### src/rtl/imm_decode_pkg.sv
// Shared types and constants for the immediate-decode stage.
//   imm_fmt_e     : instruction format classification (3 bits)
//   OPC_*         : major opcode values, inst[6:0]
//   skid_state_e  : occupancy state of the stage (empty / one entry / two entries)
package imm_decode_pkg;

  typedef enum logic [2:0] {
    FMT_R   = 3'd0,
    FMT_I   = 3'd1,
    FMT_S   = 3'd2,
    FMT_B   = 3'd3,
    FMT_U   = 3'd4,
    FMT_J   = 3'd5,
    FMT_ILL = 3'd6
  } imm_fmt_e;

  localparam logic [6:0] OPC_LOAD      = 7'b0000011;
  localparam logic [6:0] OPC_OP_IMM    = 7'b0010011;
  localparam logic [6:0] OPC_JALR      = 7'b1100111;
  localparam logic [6:0] OPC_SYSTEM    = 7'b1110011;
  localparam logic [6:0] OPC_MISC_MEM  = 7'b0001111;
  localparam logic [6:0] OPC_OP_IMM_32 = 7'b0011011;
  localparam logic [6:0] OPC_STORE     = 7'b0100011;
  localparam logic [6:0] OPC_BRANCH    = 7'b1100011;
  localparam logic [6:0] OPC_LUI       = 7'b0110111;
  localparam logic [6:0] OPC_AUIPC     = 7'b0010111;
  localparam logic [6:0] OPC_JAL       = 7'b1101111;
  localparam logic [6:0] OPC_OP        = 7'b0110011;
  localparam logic [6:0] OPC_OP_32     = 7'b0111011;

  typedef enum logic [1:0] {
    StEmpty = 2'd0,
    StOne   = 2'd1,
    StFull  = 2'd2
  } skid_state_e;

endpackage

### src/rtl/imm_extract.sv
// Combinational immediate extractor.
// Classifies a 32-bit instruction by its opcode and produces the immediate
// sign-extended from inst[31] to XLEN bits.
//   inst    in   32    instruction word
//   fmt     out  3     format code (imm_fmt_e)
//   imm     out  XLEN  sign-extended immediate (0 for R and ILL)
//   illegal out  1     opcode not recognised
module imm_extract
  import imm_decode_pkg::*;
#(
  parameter int unsigned XLEN = 32
) (
  input  logic [31:0]     inst,
  output imm_fmt_e        fmt,
  output logic [XLEN-1:0] imm,
  output logic            illegal
);

  localparam bit Rv64 = (XLEN == 64);

  logic [31:0] imm32;

  // Opcodes with inst[1:0] != 2'b11 never match a listed value, so they land in ILL.
  always_comb begin
    fmt = FMT_ILL;
    case (inst[6:0])
      OPC_LOAD, OPC_OP_IMM, OPC_JALR, OPC_SYSTEM, OPC_MISC_MEM: fmt = FMT_I;
      OPC_OP_IMM_32: fmt = Rv64 ? FMT_I : FMT_ILL;
      OPC_STORE:     fmt = FMT_S;
      OPC_BRANCH:    fmt = FMT_B;
      OPC_LUI, OPC_AUIPC: fmt = FMT_U;
      OPC_JAL:       fmt = FMT_J;
      OPC_OP:        fmt = FMT_R;
      OPC_OP_32:     fmt = Rv64 ? FMT_R : FMT_ILL;
      default:       fmt = FMT_ILL;
    endcase
  end

  // Every format's immediate fits in 32 bits; build it there, then widen.
  always_comb begin
    imm32 = '0;
    case (fmt)
      FMT_I: imm32 = {{20{inst[31]}}, inst[31:20]};
      FMT_S: imm32 = {{20{inst[31]}}, inst[31:25], inst[11:7]};
      FMT_B: imm32 = {{19{inst[31]}}, inst[31], inst[7], inst[30:25], inst[11:8], 1'b0};
      FMT_U: imm32 = {inst[31:12], 12'b0};
      FMT_J: imm32 = {{11{inst[31]}}, inst[31], inst[19:12], inst[20], inst[30:21], 1'b0};
      default: imm32 = '0;
    endcase
  end

  // Signed cast sign-extends U-type on RV64 as well.
  assign imm     = XLEN'($signed(imm32));
  assign illegal = (fmt == FMT_ILL);

endmodule

### src/rtl/imm_decode_stage.sv
// Registered, handshaked immediate-decode stage.
// Decodes each accepted instruction on the input side (format, immediate,
// pc + imm) and stores the results with the entry. With SKID=1 a second
// entry absorbs backpressure so in_ready can come from a flop; with SKID=0
// a single register is used and in_ready depends combinationally on out_ready.
//   clk, rst            clock; asynchronous active-high reset
//   flush               synchronous kill of all held entries and the offered input
//   in_valid/in_ready   upstream handshake; in_inst, in_pc payload
//   out_valid/out_ready downstream handshake
//   out_inst, out_pc    passed through
//   out_imm, out_fmt    decoded immediate and format; out_illegal for ILL
//   out_target          out_pc + out_imm, wrapping at 2^XLEN
module imm_decode_stage
  import imm_decode_pkg::*;
#(
  parameter int unsigned XLEN = 32,
  parameter bit          SKID = 1'b1
) (
  input  logic            clk,
  input  logic            rst,
  input  logic            flush,
  input  logic            in_valid,
  output logic            in_ready,
  input  logic [31:0]     in_inst,
  input  logic [XLEN-1:0] in_pc,
  output logic            out_valid,
  input  logic            out_ready,
  output logic [31:0]     out_inst,
  output logic [XLEN-1:0] out_pc,
  output logic [XLEN-1:0] out_imm,
  output logic [XLEN-1:0] out_target,
  output imm_fmt_e        out_fmt,
  output logic            out_illegal
);

  if (XLEN != 32 && XLEN != 64) begin : gen_xlen_check
    $error("imm_decode_stage: XLEN must be 32 or 64");
  end

  // Input-side decode
  imm_fmt_e        dec_fmt;
  logic [XLEN-1:0] dec_imm;
  logic [XLEN-1:0] dec_target;
  logic            dec_illegal;

  imm_extract #(
    .XLEN(XLEN)
  ) u_extract (
    .inst   (in_inst),
    .fmt    (dec_fmt),
    .imm    (dec_imm),
    .illegal(dec_illegal)
  );

  assign dec_target = in_pc + dec_imm;

  // Control
  skid_state_e state_q, state_d;
  logic        in_ready_q;
  logic        accept, pop;
  logic        load_main, load_skid, skid_to_main;

  assign out_valid = (state_q != StEmpty);
  assign in_ready  = SKID ? in_ready_q : (out_ready || !out_valid);
  // Input offered during flush is dropped even if in_ready is high.
  assign accept    = in_valid && in_ready && !flush;
  assign pop       = out_valid && out_ready;

  always_comb begin
    state_d      = state_q;
    load_main    = 1'b0;
    load_skid    = 1'b0;
    skid_to_main = 1'b0;
    unique case (state_q)
      StEmpty: begin
        if (accept) begin
          load_main = 1'b1;
          state_d   = StOne;
        end
      end
      StOne: begin
        if (accept) begin
          // Without a skid entry, accept in StOne implies the head is leaving.
          if (pop || !SKID) begin
            load_main = 1'b1;
          end else begin
            load_skid = 1'b1;
            state_d   = StFull;
          end
        end else if (pop) begin
          state_d = StEmpty;
        end
      end
      StFull: begin
        if (pop) begin
          skid_to_main = 1'b1;
          state_d      = StOne;
        end
      end
      default: state_d = StEmpty;
    endcase
    if (flush) begin
      state_d = StEmpty;
    end
  end

  always_ff @(posedge clk or posedge rst) begin
    if (rst) begin
      state_q    <= StEmpty;
      in_ready_q <= 1'b1;
    end else begin
      state_q    <= state_d;
      in_ready_q <= (state_d != StFull);
    end
  end

  // Entry storage: main drives the outputs, skid holds the overflow entry.
  logic [31:0]     main_inst_q, skid_inst_q;
  logic [XLEN-1:0] main_pc_q, skid_pc_q;
  logic [XLEN-1:0] main_imm_q, skid_imm_q;
  logic [XLEN-1:0] main_target_q, skid_target_q;
  imm_fmt_e        main_fmt_q, skid_fmt_q;
  logic            main_illegal_q, skid_illegal_q;

  always_ff @(posedge clk or posedge rst) begin
    if (rst) begin
      main_inst_q    <= '0;
      main_pc_q      <= '0;
      main_imm_q     <= '0;
      main_target_q  <= '0;
      main_fmt_q     <= FMT_R;
      main_illegal_q <= 1'b0;
      skid_inst_q    <= '0;
      skid_pc_q      <= '0;
      skid_imm_q     <= '0;
      skid_target_q  <= '0;
      skid_fmt_q     <= FMT_R;
      skid_illegal_q <= 1'b0;
    end else begin
      if (load_main) begin
        main_inst_q    <= in_inst;
        main_pc_q      <= in_pc;
        main_imm_q     <= dec_imm;
        main_target_q  <= dec_target;
        main_fmt_q     <= dec_fmt;
        main_illegal_q <= dec_illegal;
      end else if (skid_to_main) begin
        main_inst_q    <= skid_inst_q;
        main_pc_q      <= skid_pc_q;
        main_imm_q     <= skid_imm_q;
        main_target_q  <= skid_target_q;
        main_fmt_q     <= skid_fmt_q;
        main_illegal_q <= skid_illegal_q;
      end
      if (load_skid) begin
        skid_inst_q    <= in_inst;
        skid_pc_q      <= in_pc;
        skid_imm_q     <= dec_imm;
        skid_target_q  <= dec_target;
        skid_fmt_q     <= dec_fmt;
        skid_illegal_q <= dec_illegal;
      end
    end
  end

  assign out_inst    = main_inst_q;
  assign out_pc      = main_pc_q;
  assign out_imm     = main_imm_q;
  assign out_target  = main_target_q;
  assign out_fmt     = main_fmt_q;
  assign out_illegal = main_illegal_q;

endmodule
### config.mk
export PLATFORM = sky130hd
export DESIGN_NAME = imm_decode_stage
export DESIGN_NICKNAME = d
export VERILOG_FILES = /design/src/rtl/imm_decode_pkg.sv /design/src/rtl/imm_extract.sv /design/src/rtl/imm_decode_stage.sv
export SDC_FILE = /design/constraint.sdc
export NUM_CORES = 1
export LEC_CHECK = 0
export ABC_AREA = 1
export CAP_MARGIN = 25
export CORE_MARGIN = 10
export CORE_UTILIZATION = 55
export CTS_CLUSTER_DIAMETER = 80
export DETAILED_ROUTE_END_ITERATION = 12
export PLACE_DENSITY = 0.92
export SYNTH_ARGS = -nofsm -noshare
export SYNTH_HDL_FRONTEND = slang
export SYNTH_SLANG_ARGS = --single-unit
export TNS_END_PERCENT = 30
### constraint.sdc
create_clock -name clk -period 11.1 [get_ports clk]
set_clock_uncertainty 0.1 [all_clocks]
set_input_delay 1.11 -clock clk [delete_from_list [all_inputs] [get_ports clk]]
set_output_delay 1.11 -clock clk [all_outputs]
set_load 0.03 [all_outputs]
* Word level (Yosys, flattened, before mapping)
Index checks and enable logic that the tools add are counted.
** Word-level totals
- Bits in registers :: 267
- Input port bits :: 69
- Output and inout port bits :: 134
- Logic and storage cells :: 73
** Cells by class
- Add/sub/neg operators :: 1
- Eq/ne operators :: 20
- Multiplexer cells :: 29
- Reductions and logical operators :: 9
** Operators by type and width (number)
- $mux 32 :: 8
- $pmux 32 s5 :: 1
- $add 32x32->32 :: 1
- $eq 7x7->1 const B :: 4
- $eq 7x6->1 const B :: 3
- $pmux 3 s6 :: 1
- $eq 7x5->1 const B :: 2
- $mux 2 :: 6
- $eq 3x3->1 const B :: 3
- $mux 1 :: 9
- $eq 7x2->1 const B :: 1
- $eq 7x4->1 const B :: 1
- $eq 3x2->1 const B :: 2
- $mux 3 :: 2
- $pmux 2 s3 :: 1
- $reduce_or 5->1 :: 1
- $reduce_bool 2->1 :: 2
- $eq 3x1->1 const B :: 1
- $logic_and 1x1->1 :: 3
- $eq 2x1->1 const B :: 1
- $eq 2x2->1 const B :: 1
- $logic_not 2->1 :: 1
- $ne 2x2->1 const B :: 1
- $pmux 1 s2 :: 1
- other kinds (2) :: 2

* Longest topological paths before layout
- Depth after elaboration :: 7
- Mapped depth :: 25

* By module
A second synthesis with hierarchy kept.
** Second synthesis, totals
- Cells, all modules :: 1826
- Area total of the unflattened synthesis :: 13914.6 sq um
** By module, submodules not included
- imm_decode_stage :: instances 1, cells each 1694, area an instance 13317.8 sq um
- imm_extract :: instances 1, cells each 132, area an instance 596.8 sq um

* Worst setup path before layout
No wires, ideal clock.
- Path type :: input-to-reg
- From :: input in_inst[6]
- To :: register main_target_q[26] (netlist: out_target[26])
- Setup time :: 122 ps
- Data arrival time :: 3392 ps
- Setup slack :: 7487 ps
- Stages :: 23
- Buffers on the path :: 1
- Cell sequence :: buf_2 > nand3_1 > a21oi_2 > nor2_1 > nand2_2 > nor2_1 > nand2_1 > nand2_1 > ha_1 > inv_1 > fa_1 > inv_1 > nand3_1 > nand2_1 > nand2_1 > nand2_1 > nand2_1 > nand2_1 > nand3_1 > nand3_1 > nand2_1 > nand3_1 > nand2_1
** On the way
- Cells in the longest elaborated chain, start to end :: 7
- Elaborated cells on any way between the ends :: 22
- Classes of those cells :: add/sub: 1; eq/ne: 16; mux: 3; reduce/logical: 2
** RTL lines
- from (decl) :: line imm_decode_stage.sv:24 : input logic [31:0] in_inst,
- $eq 7x2->1 (tied with other cells) :: line imm_extract.sv:26 : case (inst[6:0])
- $reduce_or 5->1 / $reduce_or 2->1 (equally long branches) :: line imm_extract.sv:26
- $pmux 3 s6 * :: line imm_extract.sv:26
- $eq 3x3->1 (tied with other cells) :: line imm_extract.sv:42 : case (fmt)
- $pmux 32 s5 * :: line imm_extract.sv:42
- via dec_imm[0] :: line imm_decode_stage.sv:42 : logic [XLEN-1:0] dec_imm;
- $add 32x32->32 * :: line imm_decode_stage.sv:55 : assign dec_target = in_pc + dec_imm;
- $mux 32 * :: line imm_decode_stage.sv:140 : if (load_main) begin
- to (signal assigned) :: line imm_decode_stage.sv:144 : main_target_q <= dec_target;
- to (signal assigned) :: line imm_decode_stage.sv:151 : main_target_q <= skid_target_q;
- to (decl) :: line imm_decode_stage.sv:121 : logic [XLEN-1:0] main_target_q, skid_target_q;
The timed path passes the listed nets; every way through them passes the cells marked *.
A chain may end at the register's enable or synchronous reset.

* Worst setup path after layout
- From :: input in_inst[4]
- To :: register main_target_q[26] (netlist: out_target[26])
Same word-level chain as after synthesis.

==> results_dict.tcl <==
set metrics [dict create \
    clockRootBuffer "clkbuf_16" \
    htree_num_levels 1 \
    fin_area_um2 16790 \
    finalSetupTns_ns 0 \
    worstMarginPinSlew_ns 1.075 \
    cts_setup_buffers 0 \
    rsz0062_at_grt "no" \
    grt_max_degree 118 \
    cts.clk_slew.worst_paths_ns 0.06 \
    leakage_nw 8.250 \
    power_frac_seq_pct 42.3 \
    rrSetupSlack_ns 7.63 \
    synth_edf_count 0 \
    vias 12800 \
    wl_met1_mm 17.13 \
    fmax_ghz 0.2079 \
    relSlewSlack_pct 28.35 \
    die_x_um 177.3 \
    area_growth_pct 23.34 \
    ys_ff_latch 267 \
    initial_core_util_pct 55.98 \
    start_kind "primary input" \
    crit_family "simple AND/OR/NAND/NOR gates" \
    antenna_left 0 \
    grt-ovfl-total 0 \
    synth-xor-area-share_pct 0.8364 \
    hp-class "flip-flop to flip-flop" \
    swShare_pct 33.94 \
    routabilityCongestion 1.003 \
    dr_wl_met2_mm 21.25 \
    crit_required_ns 11.43 \
    clock_sinks 267 \
    path_common_cell "nand2_1" \
    ys_warn_count 0 \
    synth_nets 1832 \
    synthMuxAreaShare_pct 0 \
    cp_slowest_cell "nor3_2" \
    critPathBufInv 3 \
    seqCellArea_um2 6683 \
    synth_top_flop_cell "dfrtp_1" \
    gr-usage-all-layers_pct 27.67 \
    crit_path_end_kind "flip-flop" \
    synth-compound-area-share_pct 13.11 \
    core_um2 24320 \
    dr.pass1.iters 6 \
    period_needed_ns 4.809 \
    grt_pass1_wl_mm 69.36 \
    pin_count 203 \
    routed_wl_mm 44.26 \
    yosys.area_share.simple_pct 25.57 \
    cts_buffers 27 \
    hold_violations 0 \
    route.detailed.drc 0 \
    synthesis.area_um2 13610 \
    worstPathMaxFanout 13 \
    synth_top_family_by_area "simple AND/OR/NAND/NOR gates" \
    port_buffers 202 \
    p_clk_share_pct 29.5 \
    yosysSeqAreaShare_pct 49.09 \
    netSwitchingPower_mw 1.078 \
    grt_pass1_vias 12867 \
    multi_input_area_um2 5808 \
    die-height_um 177.3 \
    finalMaxSlewViolations 0 \
    synth.avg_cell_area_um2 7.864 \
    postCtsResizedCells 0 \
    cap_violations 0 \
    power_frac_comb_pct 28.2 \
    diodes 0 \
    status "completed" \
    drive_gt1_share_pct 5.102 \
    syn_inst 1731 \
    fillerInstances 1861 \
    worstPathArrival_ns 5.13 \
    synth_cell_types 44 \
    postSynth.asyncResetShare_pct 100.0 \
    num_rows 57 \
    powerDensity_nw_per_um2 189.2 \
    antenna_found_initial 0 \
    place_hpwl_mm 31.79 \
    route.detailed.wl_per_inst_um 19.72 \
    synthAdderAreaFrac_pct 2.996 \
    setup_viol 0 \
    die_area_um2 31440 \
    dr.max_layer_used "met4" \
    vias_per_cell 5.702 \
    clockBufferDepth 3 \
    placed_cell_area_um2 15830 \
    insertion_delay_ns 0.56 \
    worstPathCellList "clkdlybuf4s50_1 > inv_1 > nor3_2 > nor2_1 > o21ai_1 > ha_1 > nand2_1 > nand2_1 > o21bai_1 > a21oi_1 > inv_1 > nand2_1 > nand4_1 > nand3_1 > nand2_1" \
    period_share_pct 43.32 \
    power.internal_mw 2.099 \
    drt-initial-drc-count 1419 \
    slowest_delay_ns 0.74 \
    cts_tree "done" \
    nets 2003 \
    irDropWorstVdd_mv 0.1384 \
    worstSetupPathType "primary input to flip-flop" \
    cts_hold_buf 0 \
    wl_met3_mm 4.104 \
]
-- worst paths after layout --
kind | start | to | depth (start not counted)
min in group asynchronous | rst | out_pc[7] | 2
worst min register to register | skid_imm_q[30] | skid_imm_q[30] | 2
worst max-delay path | in_inst[4] | out_target[26] | 15
worst max register to register | in_ready | out_target[13] | 8
max in group asynchronous | rst | out_imm[21] | 4
worst min-delay path | skid_imm_q[30] | skid_imm_q[30] | 2
-- kinds of logic after synthesis --
| group | Yosys count |
|---|---|
| xor gates and xnor gates | 13 |
| DFF | 267 |
| buffers and inverters | 288 |
| AOI/OAI and AO/OA | 287 |
| and+or+nand+nor | 844 |
| adders and majority gates | 32 |
-- metal layers --
metal,vias to the layer above,GRT usage [%]
li1,5902,-
met1,6146,34.09
met3,112,6.396
met5,-,0
met2,640,46.53
met4,0,10.39
-- cells in the final DEF, fill, tap and decap left out, types with 3 or more instances in the layout --
cell type	synthesis	routed
inv_2	7	6
a21oi_1	38	38
o221ai_1	23	23
ha_1	31	31
o21bai_1	6	6
nand2_4	12	12
o22ai_1	3	3
nand2_2	5	6
a22o_1	5	5
clkinv_2	0	5
xnor2_1	9	9
o21a_1	4	4
nand2_1	640	639
a22oi_1	3	3
o211ai_1	69	69
nor2_1	58	58
clkbuf_16	0	27
dfrtp_1	266	266
clkbuf_1	35	5
nor3_1	9	9
clkdlybuf4s50_1	0	202
xor2_1	4	4
nand3_1	95	94
nand4_1	12	12
buf_4	1	10
o21ai_0	119	119
inv_1	208	207
o21ai_1	9	9
or2_2	4	4
clkbuf_8	0	7
-- through the flow --
| step | std cells | power [mW] | hold WS, ns | util [%] | setup slack (ns) |
|---|---|---|---|---|---|
| 3_5_place_dp | 2195 | 2.239 | 0.3657 | 65.09 | 5.892 |
| 6_report | 2245 | 3.177 | 0.3793 | 69.04 | 6.291 |
| 3_3_place_gp | 2194 | 2.201 | 0.3619 | 65.00 | 5.945 |
| 2_1_floorplan | 1731 | 1.858 | 0.3492 | - | 2.538 |
| 5_1_grt | 2245 | 3.319 | 0.4037 | 69.04 | 6.013 |
| 4_1_cts | 2243 | 3.179 | 0.3824 | 68.81 | 6.475 |
-- final cells by class --
class | instances | share of cell area (%)
tap | 324 | 2.414
clock buffer | 39 | 4.710
multi-input combinational | 1176 | 34.59
sequential | 267 | 39.80
clock inverter | 9 | 0.6856
timing repair buffer | 215 | 12.94
inverter | 215 | 4.859
-- power groups by stage --
stage / Combinational (mW) / Sequential, mW / Clock (mW)
2_1_floorplan: 0.340 / 1.52 / 0
3_3_place_gp: 0.858 / 1.34 / 0
3_5_place_dp: 0.886 / 1.35 / 0
4_1_cts: 0.896 / 1.34 / 0.942
5_1_grt: 0.972 / 1.36 / 0.982
6_report: 0.896 / 1.35 / 0.936
-- sequential cells by signal, summed over array words and instances, names as in the netlist, 2 cells and up --
name and cells:
skid_target_q 32, skid_inst_q 32, state_q 2, skid_imm_q 32
skid_fmt_q 3, out_fmt 3, skid_pc_q 32, out_pc 32
out_inst 32, out_target 32, out_imm 32
-- synthesized netlist by cell type (7+ instances only) --
cell type  count  share of area (%)
xnor2_1        9               0.58
o21ai_0      119                4.4
clkbuf_1      35               0.97
inv_2          7               0.19
nand4_1       12               0.55
a21oi_1       38                1.4
buf_2         34                1.2
o211ai_1      69                3.8
nand2_4       12               0.99
nor2_1        58                1.6
o21ai_1        9               0.33
nand3_1       95                3.5
inv_1        208                5.7
nor3_1         9               0.33
ha_1          31                2.8
o221ai_1      23                1.5
dfrtp_1      266                 49
nand2_1      640                 18
-- tightest hold or removal path: stages, from the launching register on --
cell,delay (ns)
dfrtp_1,0.34
nand2_1,0.05
nand2_1,0.05
Note: power is estimated with default switching activity, not from simulation.
